`src/rtl/soc_clk_rst_ctrl_if.sv`:
```
// Bundles the external reset button, core halt request and the generated reset/enable strobes.
// The master side drives the requests; the slave side (the controller) drives the outputs.
interface soc_clk_rst_ctrl_if;
    logic ext_resn;
    logic core_halt;
    logic out_rst;
    logic uart_ce;
    logic vga_ce;
    logic core_ce;

    modport master (
        output ext_resn,
        output core_halt,
        input  out_rst,
        input  uart_ce,
        input  vga_ce,
        input  core_ce
    );

    modport slave (
        input  ext_resn,
        input  core_halt,
        output out_rst,
        output uart_ce,
        output vga_ce,
        output core_ce
    );
endinterface

```
`src/rtl/soc_clk_rst_ctrl.sv`:
```
// PLL-free clock/reset controller: stretched SoC reset, UART/VGA tick strobes and core clock-gate enable.
// Define SOC_CLKRST_EXT_SYNC_EN to add a 2-flop synchronizer ahead of the ext_resn register.
module soc_clk_rst_ctrl #(
    parameter int RESET_HOLD        = 16,
    parameter int VGA_DIVIDER       = 4,
    parameter int UART_PLL_DIVIDER  = 2,
    parameter int UART_POST_DIVIDER = 5
) (
    input  logic              i_clk,
    input  logic              i_res,
    soc_clk_rst_ctrl_if.slave io_bus
);

    localparam logic [31:0] UART_DIV = 32'(UART_PLL_DIVIDER * UART_POST_DIVIDER);

    localparam int HOLD_W = (RESET_HOLD > 0) ? $clog2(RESET_HOLD + 1) : 1;
    localparam int VGA_W  = (VGA_DIVIDER > 1) ? $clog2(VGA_DIVIDER) : 1;
    localparam int UART_W = (UART_DIV > 32'd1) ? $clog2(UART_DIV) : 1;

    localparam logic [HOLD_W-1:0] HOLD_INIT = HOLD_W'(RESET_HOLD);
    localparam logic [VGA_W-1:0]  VGA_LAST  = VGA_W'(VGA_DIVIDER - 1);
    localparam logic [UART_W-1:0] UART_LAST = UART_W'(UART_DIV - 32'd1);

    if (RESET_HOLD < 1) begin : g_errHold
        $error("soc_clk_rst_ctrl: RESET_HOLD must be >= 1");
    end
    if (VGA_DIVIDER < 1) begin : g_errVga
        $error("soc_clk_rst_ctrl: VGA_DIVIDER must be >= 1");
    end
    if (UART_PLL_DIVIDER < 1) begin : g_errUartPll
        $error("soc_clk_rst_ctrl: UART_PLL_DIVIDER must be >= 1");
    end
    if (UART_POST_DIVIDER < 1) begin : g_errUartPost
        $error("soc_clk_rst_ctrl: UART_POST_DIVIDER must be >= 1");
    end

    logic              r_extResnS;
    logic              r_outRst;
    logic [HOLD_W-1:0] r_holdCnt;
    logic [VGA_W-1:0]  r_vgaCnt;
    logic              r_vgaCe;
    logic [UART_W-1:0] r_uartCnt;
    logic              r_uartCe;
    logic              r_coreCe;
    logic              w_req;

`ifdef SOC_CLKRST_EXT_SYNC_EN
    logic r_extSync1;
    logic r_extSync2;

    // The button is asynchronous to clk, so it is resolved through two flops first.
    always_ff @(posedge i_clk) begin
        if (i_res) begin
            r_extSync1 <= 1'b1;
            r_extSync2 <= 1'b1;
            r_extResnS <= 1'b1;
        end else begin
            r_extSync1 <= io_bus.ext_resn;
            r_extSync2 <= r_extSync1;
            r_extResnS <= r_extSync2;
        end
    end
`else
    always_ff @(posedge i_clk) begin
        if (i_res) begin
            r_extResnS <= 1'b1;
        end else begin
            r_extResnS <= io_bus.ext_resn;
        end
    end
`endif

    assign w_req = i_res | ~r_extResnS;

    // Any new request reloads the full hold time, even mid-countdown.
    always_ff @(posedge i_clk) begin
        if (w_req) begin
            r_holdCnt <= HOLD_INIT;
            r_outRst  <= 1'b1;
        end else if (r_holdCnt != '0) begin
            r_holdCnt <= r_holdCnt - HOLD_W'(1);
            r_outRst  <= 1'b1;
        end else begin
            r_outRst  <= 1'b0;
        end
    end

    // Dividers see only res, so ext_resn resets never disturb the strobe phase.
    always_ff @(posedge i_clk) begin
        if (i_res) begin
            r_vgaCnt <= '0;
            r_vgaCe  <= 1'b0;
        end else if (r_vgaCnt == VGA_LAST) begin
            r_vgaCnt <= '0;
            r_vgaCe  <= 1'b1;
        end else begin
            r_vgaCnt <= r_vgaCnt + VGA_W'(1);
            r_vgaCe  <= 1'b0;
        end
    end

    always_ff @(posedge i_clk) begin
        if (i_res) begin
            r_uartCnt <= '0;
            r_uartCe  <= 1'b0;
        end else if (r_uartCnt == UART_LAST) begin
            r_uartCnt <= '0;
            r_uartCe  <= 1'b1;
        end else begin
            r_uartCnt <= r_uartCnt + UART_W'(1);
            r_uartCe  <= 1'b0;
        end
    end

    // The core clock must run while out_rst is high so the core sees its synchronous reset.
    always_ff @(posedge i_clk) begin
        if (i_res) begin
            r_coreCe <= 1'b0;
        end else if (r_outRst) begin
            r_coreCe <= 1'b1;
        end else begin
            r_coreCe <= ~io_bus.core_halt;
        end
    end

    assign io_bus.out_rst = r_outRst;
    assign io_bus.vga_ce  = r_vgaCe;
    assign io_bus.uart_ce = r_uartCe;
    assign io_bus.core_ce = r_coreCe;

endmodule

```
`src/flat_wrapper.sv`:
```
// flat-port wrapper written by rule: the top's interface ports become plain ports
module soc_clk_rst_ctrl_flat 
#(
    parameter int RESET_HOLD        = 16,
    parameter int VGA_DIVIDER       = 4,
    parameter int UART_PLL_DIVIDER  = 2,
    parameter int UART_POST_DIVIDER = 5
)
  (i_clk, i_res, io_bus_ext_resn, io_bus_core_halt, io_bus_out_rst, io_bus_uart_ce, io_bus_vga_ce, io_bus_core_ce);
  soc_clk_rst_ctrl_if io_bus_i ();
  input  logic i_clk;
  input  logic i_res;
  input wire logic [$bits(io_bus_i.ext_resn)-1:0] io_bus_ext_resn;
  input wire logic [$bits(io_bus_i.core_halt)-1:0] io_bus_core_halt;
  output wire logic [$bits(io_bus_i.out_rst)-1:0] io_bus_out_rst;
  output wire logic [$bits(io_bus_i.uart_ce)-1:0] io_bus_uart_ce;
  output wire logic [$bits(io_bus_i.vga_ce)-1:0] io_bus_vga_ce;
  output wire logic [$bits(io_bus_i.core_ce)-1:0] io_bus_core_ce;
  assign io_bus_i.ext_resn = io_bus_ext_resn;
  assign io_bus_i.core_halt = io_bus_core_halt;
  assign io_bus_out_rst = io_bus_i.out_rst;
  assign io_bus_uart_ce = io_bus_i.uart_ce;
  assign io_bus_vga_ce = io_bus_i.vga_ce;
  assign io_bus_core_ce = io_bus_i.core_ce;
  soc_clk_rst_ctrl #(.RESET_HOLD(RESET_HOLD), .VGA_DIVIDER(VGA_DIVIDER), .UART_PLL_DIVIDER(UART_PLL_DIVIDER), .UART_POST_DIVIDER(UART_POST_DIVIDER)) u_core (.i_clk(i_clk), .i_res(i_res), .io_bus(io_bus_i));
endmodule
```
`config.mk`:
```
export PLATFORM = sky130hd
export DESIGN_NAME = soc_clk_rst_ctrl_flat
export DESIGN_NICKNAME = d
export VERILOG_FILES = /design/src/rtl/soc_clk_rst_ctrl_if.sv /design/src/rtl/soc_clk_rst_ctrl.sv /design/src/flat_wrapper.sv
export SDC_FILE = /design/constraint.sdc
export NUM_CORES = 1
export LEC_CHECK = 0
export ABC_CLOCK_PERIOD_IN_PS = 2100
export BUFFER_PORTS_ARGS = -buffer_cell sky130_fd_sc_hd__buf_2
export CORE_AREA = 5 5 42 44
export CTS_BUF_LIST = sky130_fd_sc_hd__clkbuf_8
export DETAILED_ROUTE_END_ITERATION = 8
export DIE_AREA = 0 0 47 49
export GPL_TIMING_DRIVEN = 0
export PLACE_DENSITY = 0.67
export SLEW_MARGIN = 20
export SYNTH_ARGS = -nofsm -noshare
export SYNTH_HDL_FRONTEND = slang
export SYNTH_SLANG_ARGS = --single-unit
```
`constraint.sdc`:
```
create_clock -name i_clk -period 2.1 [get_ports i_clk]
set_clock_uncertainty 0.2 [all_clocks]
set_input_delay 0.315 -clock i_clk [delete_from_list [all_inputs] [get_ports i_clk]]
set_output_delay 0.315 -clock i_clk [all_outputs]
set_load 0.05 [all_outputs]
```
==> results.json <==
{
  "fillers": 137,
  "yosysSeqAreaShare_pct": 50.9,
  "synth_top_area_share_pct": 50.9,
  "crit_family": "simple AND/OR/NAND/NOR gates",
  "peakVddDrop_uv": 434,
  "netlist_top_cells_area": "dfxtp_1 51%, ha_1 9.9%, xnor2_1 4.2%",
  "crit_start": "u_core.r_holdCnt[0]",
  "async_reset_ff_share_pct": 0,
  "dr_total_vias": 421,
  "critPathLaunchType": "register",
  "portBuffers": 7,
  "tns_ns": 0,
  "synth-adder-area-share_pct": 9.94,
  "ctsResizeCount": 0,
  "worstSetupPathType": "register to register",
  "synthesis.nets": 71,
  "regArea_um2": 320,
  "io_pins": 8,
  "n_antenna_cell": 0,
  "track_usage_pct": 9.76,
  "powerDensity_mw_per_mm2": 1020,
  "synth_compound_area_share_pct": 4.57,
  "area_growth_pct": 15.3,
  "syn_inst": 62,
  "clk_pin_slew_ns": 0.06,
  "muxShareOfSynthArea_pct": 3.18,
  "grt_pass1_wl_mm": 1.61,
  "yosysUniqueCellTypes": 23,
  "insertion_delay_ns": 0.24,
  "rsz0062_at_grt": "false",
  "synth_edf_count": 0,
  "die_w_um": 47,
  "post_drt_wl_per_cell_um": 9.81,
  "critPathMaxStageDelay_ns": 0.43,
  "row_count": 14,
  "required_ns": 2.03,
  "worst-slew-pin-transition_ns": 0.409,
  "cts_sinks": 16,
  "initial_core_util_pct": 44.9,
  "cts-root-buf": "clkbuf_8",
  "place.gp.congestion": 0.773,
  "endpoint_kind": "register",
  "status": "complete, no violations",
  "drtIter0Drc": 2,
  "min-delay-start": "io_bus_core_halt",
  "tritoncts": "yes",
  "p_leak_nw": 0.313,
  "hold_path.class": "input port to register",
  "synth_top_family_by_area": "simple AND/OR/NAND/NOR gates",
  "crit_arrival_ns": 1.62,
  "clock_path_buffers": 2,
  "grt_overflow": 0,
  "hpwlAfterDp_um": 650,
  "layout_setup_ws_ns": 0.414,
  "slew_headroom_pct": 72.7,
  "core_area_mm2": 0.00140,
  "drc": 0,
  "syn_avg_cell_area_um2": 10.2,
  "holdWs_ns": 0.0434,
  "crit_buf_inv": 2,
  "final_hold_viol_count": 0,
  "fin_crit_ns": 1.69,
  "drt.antenna.violating_nets": 0,
  "period_share_pct": 80.3,
  "maxCapViolations": 0,
  "grt_max_degree": 11,
  "p_total_uw": 741,
  "synth-seq-cells": 16,
  "cts_hold_buffers": 0,
  "finalNetCount": 83,
  "die-area_mm2": 0.00230,
  "htree_levels": 1,
  "ys.flop_type": "dfxtp_1",
  "via_per_inst": 4.78,
  "final_cells": 88,
  "cts_setup_buffers": 0,
  "fmax_ghz": 0.593,
  "grt_antenna_before_repair": 0,
  "setup_viol": 0,
  "syn_area_um2": 629,
  "cp_cell_sequence": "inv_1 > ha_1 > or4b_1 > buf_2 > or2_1",
  "grt_pass1_vias": 414,
  "drive_gt1_share_pct": 19.4,
  "drt-total-wl_um": 863,
  "synth.yosys.warnings": 0,
  "die_y_um": 49,
  "r2r-start": "u_core.r_holdCnt[0]",
  "worstPathMaxFanout": 5,
  "dp_cells": 85,
  "final_max_slew_viol_count": 0,
  "drt_pass1_iterations": 2,
  "pre_cts_slack_ns": 0.429,
  "yosys.area_share.simple_pct": 23.5,
  "synth-xor-area-share_pct": 4.17,
  "rrSetupSlack_ns": 0.41,
  "yosysTopAreaCell": "dfxtp_1",
  "slowest_stage": "or4b_1",
  "multi_input_area_um2": 285,
  "numCtsBuffers": 3
}
sequential cells by signal (all words and copies together) (netlist names):
signal / count
u_core.r_vgaCnt: 2
u_core.r_uartCnt: 4
u_core.io_bus.core_ce: 1
u_core.io_bus.vga_ce: 1
u_core.io_bus.out_rst: 1
u_core.r_extResnS: 1
u_core.io_bus.uart_ce: 1
u_core.r_holdCnt: 5
placed cells by master, fill, tap and decap left out, types with 3 or more instances in the layout:
cell type  synthesis  final
buf_2              1      8
clkbuf_8           0      3
dfxtp_1           16     16
ha_1               5      5
inv_1              4      4
nand2_1            3      3
nor2_1             6      6
nor2b_1            3      3
nor3_1             4      4
xnor2_1            3      3
Yosys cell counts, types with 2 or more instances:
cell / instances
a21oi_1: 2
dfxtp_1: 16
ha_1: 5
inv_1: 4
mux2i_1: 2
nand2_1: 3
nor2_1: 6
nor2b_1: 3
nor3_1: 4
nor3b_1: 2
xnor2_1: 3
routing by layer:
metal	GRT usage [%]	share of wire, %
met1	11.1	48
met2	14.5	49
met3	3.32	3.1
met4	6.91	0
met5	0	0
final timing paths:
path                                              end  depth (start not counted)
worst min register to register     u_core.r_vgaCnt[0]                          1
worst max-delay path            u_core.io_bus.out_rst                          5
worst min-delay path            u_core.io_bus.core_ce                          2
worst max register to register  u_core.io_bus.out_rst                          5
kinds of logic after synthesis:
family,count (synthesis)
AOI/OAI and AO/OA,4
xor gates and xnor gates,3
adders and majority gates,5
buffers and inverters,6
DFF,16
muxes,2
and+or+nand+nor,26
area by class of cell:
type / instances / area share (%)
flip-flops and latches: 16 / 44.1
clock buffers: 3 / 5.69
repair buffers: 7 / 4.83
plain buffers: 2 / 1.21
inverters: 4 / 2.07
well taps: 16 / 2.76
multi-input cells: 40 / 39.3
metrics by stage:
stage          utilization [%]  cell area (um2)
6_report                  51.8              726
5_1_grt                   51.8              726
3_3_place_gp              48.8              684
4_1_cts                   51.8              726
3_5_place_dp              48.8              684
2_1_floorplan                -              629
power breakdown:
| part | switching [mW] | internal (mW) |
|---|---|---|
| logic | 0.0703 | 0.0733 |
| clock network | 0.0982 | 0.127 |
| registers | 0.0291 | 0.343 |
Note: power is estimated with default switching activity, not from simulation.
